$ cat config.mk
export PLATFORM = sky130hd
export DESIGN_NAME = branch_predictor
export DESIGN_NICKNAME = d
export VERILOG_FILES = /design/src/rtl/branch_predictor.sv
export SDC_FILE = /design/constraint.sdc
export NUM_CORES = 2
export LEC_CHECK = 0
export CELL_PAD_IN_SITES_DETAIL_PLACEMENT = 1
export CELL_PAD_IN_SITES_GLOBAL_PLACEMENT = 2
export CORE_MARGIN = 3
export CORE_UTILIZATION = 40
export CTS_CLUSTER_DIAMETER = 50
export CTS_CLUSTER_SIZE = 25
export DETAILED_ROUTE_END_ITERATION = 12
export GPL_TIMING_DRIVEN = 0
export PLACE_DENSITY_LB_ADDON = 0.1
export SLEW_MARGIN = 20
export SYNTH_ARGS = -nofsm -noshare
export SYNTH_HDL_FRONTEND = slang
export SYNTH_SLANG_ARGS = --single-unit
export TNS_END_PERCENT = 50
$ cat constraint.sdc
create_clock -name clk -period 9.2 [get_ports clk]
set_input_delay 2.76 -clock clk [delete_from_list [all_inputs] [get_ports clk]]
set_output_delay 2.76 -clock clk [all_outputs]
set_load 0.02 [all_outputs]
$ cat src/rtl/branch_predictor.sv
// Direct-mapped BTB with saturating counters: IF-side lookup, ID-side training, mispredict/redirect, perf counters.
// Lookup, mispredict and redirect are combinational (zero cycles); table and stats change at the next clk edge.
// No backpressure: a stalled ID branch is ignored until it leaves ID, so each branch trains exactly once.
module branch_predictor #(
    parameter int WIDTH      = 32,
    parameter int ENTRIES    = 64,
    parameter int TAG_BITS   = 8,
    parameter int CTR_BITS   = 2,
    parameter int STAT_WIDTH = 16
) (
    input  logic                  clk,
    input  logic                  rst,
    input  logic [WIDTH-1:0]      if_pc,
    output logic                  pred_taken,
    output logic [WIDTH-1:0]      pred_target,
    input  logic                  stall,
    input  logic                  upd_valid,
    input  logic [WIDTH-1:0]      upd_pc,
    input  logic                  upd_taken,
    input  logic [WIDTH-1:0]      upd_target,
    input  logic                  upd_pred_taken,
    input  logic [WIDTH-1:0]      upd_pred_tgt,
    output logic                  mispredict,
    output logic [WIDTH-1:0]      redirect_pc,
    input  logic                  stat_clr,
    output logic [STAT_WIDTH-1:0] stat_branches,
    output logic [STAT_WIDTH-1:0] stat_mispred
);
    localparam int IDX = $clog2(ENTRIES);

    // Counter encodings: MSB set means "predict taken".
    localparam logic [CTR_BITS-1:0] CTR_WT  = CTR_BITS'(1) << (CTR_BITS - 1);
    localparam logic [CTR_BITS-1:0] CTR_WNT = CTR_WT - CTR_BITS'(1);
    localparam logic [CTR_BITS-1:0] CTR_MAX = '1;
    localparam logic [STAT_WIDTH-1:0] STAT_MAX = '1;

    // Table storage, one flop per field per entry.
    logic [ENTRIES-1:0]  valid_q, valid_d;
    logic [TAG_BITS-1:0] tag_q    [ENTRIES];
    logic [TAG_BITS-1:0] tag_d    [ENTRIES];
    logic [WIDTH-1:0]    target_q [ENTRIES];
    logic [WIDTH-1:0]    target_d [ENTRIES];
    logic [CTR_BITS-1:0] ctr_q    [ENTRIES];
    logic [CTR_BITS-1:0] ctr_d    [ENTRIES];

    logic [STAT_WIDTH-1:0] stat_branches_q, stat_branches_d;
    logic [STAT_WIDTH-1:0] stat_mispred_q, stat_mispred_d;

    // pc[1:0] never participates in index or tag.
    logic [IDX-1:0]      lk_idx, up_idx;
    logic [TAG_BITS-1:0] lk_tag, up_tag;
    logic                lk_hit, up_hit;
    logic                acc;

    assign lk_idx = if_pc[IDX+1:2];
    assign lk_tag = if_pc[IDX+1+TAG_BITS:IDX+2];
    assign up_idx = upd_pc[IDX+1:2];
    assign up_tag = upd_pc[IDX+1+TAG_BITS:IDX+2];

    assign lk_hit = valid_q[lk_idx] && (tag_q[lk_idx] == lk_tag);
    assign up_hit = valid_q[up_idx] && (tag_q[up_idx] == up_tag);

    // Reads come from the registered table, so a same-cycle update to the same entry is not visible yet.
    assign pred_taken  = lk_hit && ctr_q[lk_idx][CTR_BITS-1];
    assign pred_target = lk_hit ? target_q[lk_idx] : if_pc + WIDTH'(4);

    // A branch held in ID by a stall is neither trained nor judged until it moves on.
    assign acc         = upd_valid && !stall && !rst;
    assign mispredict  = acc && ((upd_pred_taken != upd_taken) ||
                                 (upd_taken && (upd_pred_tgt != upd_target)));
    assign redirect_pc = upd_taken ? upd_target : upd_pc + WIDTH'(4);

    assign stat_branches = stat_branches_q;
    assign stat_mispred  = stat_mispred_q;

    // Table training: strengthen/weaken on hit, allocate only on a taken miss.
    always_comb begin
        valid_d  = valid_q;
        tag_d    = tag_q;
        target_d = target_q;
        ctr_d    = ctr_q;
        if (acc) begin
            if (up_hit) begin
                if (upd_taken) begin
                    target_d[up_idx] = upd_target;
                    if (ctr_q[up_idx] != CTR_MAX) begin
                        ctr_d[up_idx] = ctr_q[up_idx] + CTR_BITS'(1);
                    end
                end else if (ctr_q[up_idx] != '0) begin
                    ctr_d[up_idx] = ctr_q[up_idx] - CTR_BITS'(1);
                end
            end else if (upd_taken) begin
                valid_d[up_idx]  = 1'b1;
                tag_d[up_idx]    = up_tag;
                target_d[up_idx] = upd_target;
                ctr_d[up_idx]    = CTR_WT;
            end
        end
    end

    // Saturating perf counters; a clear beats a same-cycle increment.
    always_comb begin
        stat_branches_d = stat_branches_q;
        stat_mispred_d  = stat_mispred_q;
        if (stat_clr) begin
            stat_branches_d = '0;
            stat_mispred_d  = '0;
        end else begin
            if (acc && (stat_branches_q != STAT_MAX)) begin
                stat_branches_d = stat_branches_q + STAT_WIDTH'(1);
            end
            if (mispredict && (stat_mispred_q != STAT_MAX)) begin
                stat_mispred_d = stat_mispred_q + STAT_WIDTH'(1);
            end
        end
    end

    // Control state: valid bits, counters and stats return to their idle values on reset.
    always_ff @(posedge clk) begin
        if (rst) begin
            valid_q         <= '0;
            stat_branches_q <= '0;
            stat_mispred_q  <= '0;
            for (int i = 0; i < ENTRIES; i++) begin
                ctr_q[i] <= CTR_WNT;
            end
        end else begin
            valid_q         <= valid_d;
            ctr_q           <= ctr_d;
            stat_branches_q <= stat_branches_d;
            stat_mispred_q  <= stat_mispred_d;
        end
    end

    // Tag and target payload needs no reset: it is only observed behind a valid bit.
    always_ff @(posedge clk) begin
        tag_q    <= tag_d;
        target_q <= target_d;
    end

endmodule

==> impl.org <==
** Run status
- Status :: finished with violations
- Failing checks :: negative setup slack

** Yosys
- Counting flops with a built-in enable in the synthesized netlist gives 2,560.
- Yosys printed 0 warnings.
- Summed over all instances, the cell type with the most area after synthesis is sky130_fd_sc_hd__edfxtp_1.
- Leading cell types by count after synthesis :: sky130_fd_sc_hd__edfxtp_1 (2,560), sky130_fd_sc_hd__mux4_2 (927), sky130_fd_sc_hd__nor2_1 (298)
- Counting every net in the synthesized netlist gives 6,009.
- Sorting the synthesized cells by area gives the leading types as sky130_fd_sc_hd__edfxtp_1 (67%), sky130_fd_sc_hd__mux4_2 (18%), sky130_fd_sc_hd__dfxtp_1 (3.9%), sky130_fd_sc_hd__mux2i_1 (1.4%), sky130_fd_sc_hd__nor2_1 (0.97%).
- Share of synthesized area occupied by flip-flops and latches :: 70.6%
- Number of distinct library cells after synthesis :: 72
- After synthesis the cells add up to 115,000 um^2.
- The synthesized design devotes to its leading area cell type 66.7% of total area.
- Most frequently used flop master after synthesis :: sky130_fd_sc_hd__edfxtp_1
- Count of state elements after synthesis :: 2,784
- After synthesis, the mean cell area works out to 19.6 um^2.
- Number of standard cells after synthesis :: 5,868
- Post-synth ARST share :: 0%
- By instance count, the leading cell after synthesis is sky130_fd_sc_hd__edfxtp_1.

** Timing
- Final Critical Period :: 9.61 ns
- The final count of pins violating max slew came to 0.
- Headroom to the max-slew limit came out at 14.1%.
- Worst-margin pin slew :: 1.29 ns
- Derived from the worst setup path, the maximum achievable clock frequency is 104 MHz.
- Setup violations remaining at the end of the flow were counted as 35.
- Clock skew on the completed layout was measured at 0.0509 ns.
- Share of the cycle needed by the critical path after routing :: 104%
- RSZ-0062 raised after global routing :: true
- Setup slack of the critical path after layout :: -0.407 ns
- Final count of hold timing violations :: 0

** Pwr
- Pwr dens :: 209 nW/um^2
- The analysis attributes to cell leakage a power of 45.2 nW.
- After layout, the design draws a total of 29.5 mW.
- IR analysis of the VDD net gives a maximum drop of 0.171 mV.

** GRT
- The number of antenna violations at the first check in global routing is 54.
- The first global-routing pass estimated 620,000 um of wire.
- The number of global-route vias before repair was 69,501.
- The total overflow left after global routing is 0.
- In the global route stage, overall resource usage came out at 31.2%.
- Entering global routing, the biggest net connects 70 pins.

** Detailed routing
- Drt first-iter violations :: 10,193
- Total number of vias :: 69,090
- Routed wire length :: 466,000 um
- Final routed DRC violation total :: 0
- Dividing the detail-routed wire length by the instance count gives 43.1 um.
- The first TritonRoute pass finished after 6 iterations.
- Post-DRT Antenna Nets :: 0
- Via/cell ratio :: 6.40

** Clocking
- The clock passes through at most 4 buffers.
- Clock tree synthesis selected as its root buffer the cell sky130_fd_sc_hd__clkbuf_16.
- CTS tree :: yes
- Clock tree synthesis inserted a total of 325 buffers.
- Clock-pin slew was measured on the worst setup and hold paths at 0.05 ns.
- The number of hold buffers added after CTS was 0.
- The H-tree was split into 5 levels.
- Number of clock sinks :: 2,784
- Clock network latency to the later pin of the worst-skew pair :: 0.93 ns

** Worst setup path
- Critical Path AT :: 6.85 ns
- For the worst setup path, the data required time is 6.44 ns.
- The critical path is of the in -> out type.
- STA classifies the critical path startpoint as an input pin.
- STA classifies the critical path endpoint as an output port.
- Largest driver fanout on the critical path :: 10
- Setup slack on the worst reg-to-reg path comes out at 3.94 ns.

** Floorplan
- The region available for standard cell placement spans 286,000 um^2.
- The initial utilization of the core area, before any placement, comes to 40.3%.
- In this run the horizontal extent of the chip is 543 um.
- Height of the chip :: 543 um
- Die Footprint :: 295,000 um^2
- 233 I/O pins were placed.
- After floorplanning, the core was divided into 196 placement rows.

** Placed design
- Placer Congestion :: 0.995
- Number of I/O port buffers :: 225
- Standard cell area after detailed placement :: 128,000 um^2
- Dpl hpwl :: 339,000 um

** Cells and area
- The layout has 25,705 filler cells.
- Compared with the post-synthesis result, the final layout area differs by 22.3%.
- Cells with a size suffix above 1 make up 34.7% of the layout.
- In the final design database the tool counted 6,887 nets.
- The finished cells cover 141,000 um^2.

** Worst hold path
- Tightest Hold Check Type :: reg -> reg

** Run
- Number of max-cap violations :: 0
[cell type report]
type                            count  area (um^2)  share of cell area, %
Tap cell                         3762         4710                   3.34
Sequential cell                  2784        81400                   57.7
Antenna cell                       18         45.0                 0.0320
Buffer                            412         2840                   2.02
Inverter                           35          131                 0.0932
Clock buffer                      351         8430                   5.98
Timing Repair Buffer              560         7560                   5.37
Clock inverter                    243         2820                   2.00
Multi-Input combinational cell   2628        33000                   23.4
[cells in the final DEF, fill, tap and decap left out, types with 43 or more instances in the layout]
cell	n
sky130_fd_sc_hd__a22oi_1	54
sky130_fd_sc_hd__inv_6	57
sky130_fd_sc_hd__nor2_1	198
sky130_fd_sc_hd__xnor2_1	43
sky130_fd_sc_hd__nand2b_1	69
sky130_fd_sc_hd__buf_16	88
sky130_fd_sc_hd__clkbuf_16	339
sky130_fd_sc_hd__buf_12	96
sky130_fd_sc_hd__mux2i_1	157
sky130_fd_sc_hd__buf_2	55
sky130_fd_sc_hd__clkbuf_1	136
sky130_fd_sc_hd__o21ai_0	81
sky130_fd_sc_hd__a221oi_1	54
sky130_fd_sc_hd__nand2_1	163
sky130_fd_sc_hd__xor2_1	77
sky130_fd_sc_hd__nor2_4	50
sky130_fd_sc_hd__clkbuf_2	79
sky130_fd_sc_hd__buf_6	74
sky130_fd_sc_hd__buf_4	211
sky130_fd_sc_hd__mux4_2	927
sky130_fd_sc_hd__nor2_2	50
sky130_fd_sc_hd__a221o_1	53
sky130_fd_sc_hd__dfxtp_1	224
sky130_fd_sc_hd__clkbuf_4	49
sky130_fd_sc_hd__a21oi_1	57
sky130_fd_sc_hd__a31oi_1	80
sky130_fd_sc_hd__clkdlybuf4s50_1	136
sky130_fd_sc_hd__edfxtp_1	2560
sky130_fd_sc_hd__a32oi_1	49
[final timing paths]
path	cells past startpoint	start	endpoint
setup / recovery	16	if_pc[3]	pred_target[3]
hold / removal	2	ctr_q[16]	ctr_q[16]
setup reg to reg	11	valid_q[9]	tag_q[476]
hold reg to reg	2	ctr_q[16]	ctr_q[16]
[worst max-delay path: stages]
cell,delay (ns)
sky130_fd_sc_hd__clkbuf_4,0.16
sky130_fd_sc_hd__buf_8,0.16
sky130_fd_sc_hd__clkbuf_16,0.19
sky130_fd_sc_hd__buf_4,0.12
sky130_fd_sc_hd__buf_8,0.21
sky130_fd_sc_hd__mux4_2,0.33
sky130_fd_sc_hd__mux4_2,0.60
sky130_fd_sc_hd__mux4_2,0.66
sky130_fd_sc_hd__xnor2_2,0.21
sky130_fd_sc_hd__nand2_2,0.09
sky130_fd_sc_hd__nor4_4,0.31
sky130_fd_sc_hd__buf_4,0.18
sky130_fd_sc_hd__buf_8,0.14
sky130_fd_sc_hd__buf_12,0.17
sky130_fd_sc_hd__mux2_4,0.35
sky130_fd_sc_hd__buf_6,0.14
[metal layers]
metal / part of all wire, % / track usage, %
met1: 39 / 42.0
met2: 47 / 49.5
met3: 9.3 / 6.57
met4: 4.9 / 13.0
met5: 0.031 / 0
[per-stage QoR]
stage	utilization, %	setup TNS, ns	hold WS [ns]	worst slack, ns	std cells
after floorplan	-	0	0.439	0.219	5868
after global placement	42.7	-8163.52	0.464	-6.41	9855
after detailed placement	44.7	-433.14	0.465	-3.65	10136
after CTS	49.1	-10.26	0.469	-0.365	10753
after global routing	49.3	-9.98	0.505	-0.438	10776
final	49.3	-8.90	0.468	-0.407	10793
[logic make-up after synthesis]
logic type | Yosys count | synth area share, %
flops | 2784 | 70.6
xor+xnor | 123 | 0.935
compound gates | 605 | 3.78
buf+inv | 456 | 1.63
simple gates | 768 | 3.11
fa+ha+maj | 6 | 0.0651
mux | 1126 | 19.9
[what timing repair did]
action                                  in CTS  in global routing
cloned                                       3                  3
resized for setup                          603                188
setup buffers                               29                 20
endpoints found under the setup margin      62                 44
pin swaps                                    8                  6
[sequential cells by signal, summed over array words and instances, names as in the netlist]
signal and count:
stat_mispred 16, ctr_q 128, valid_q 64, target_q 2048
stat_branches 16, tag_q 512
[power by group]
| part | switching, mW | internal (mW) | total, mW |
|---|---|---|---|
| clock | 5.94 | 7.59 | 13.5 |
| sequential | 0.00509 | 13.8 | 13.8 |
| combinational | 1.40 | 0.763 | 2.16 |
Note: power is estimated with default switching activity, not from simulation.
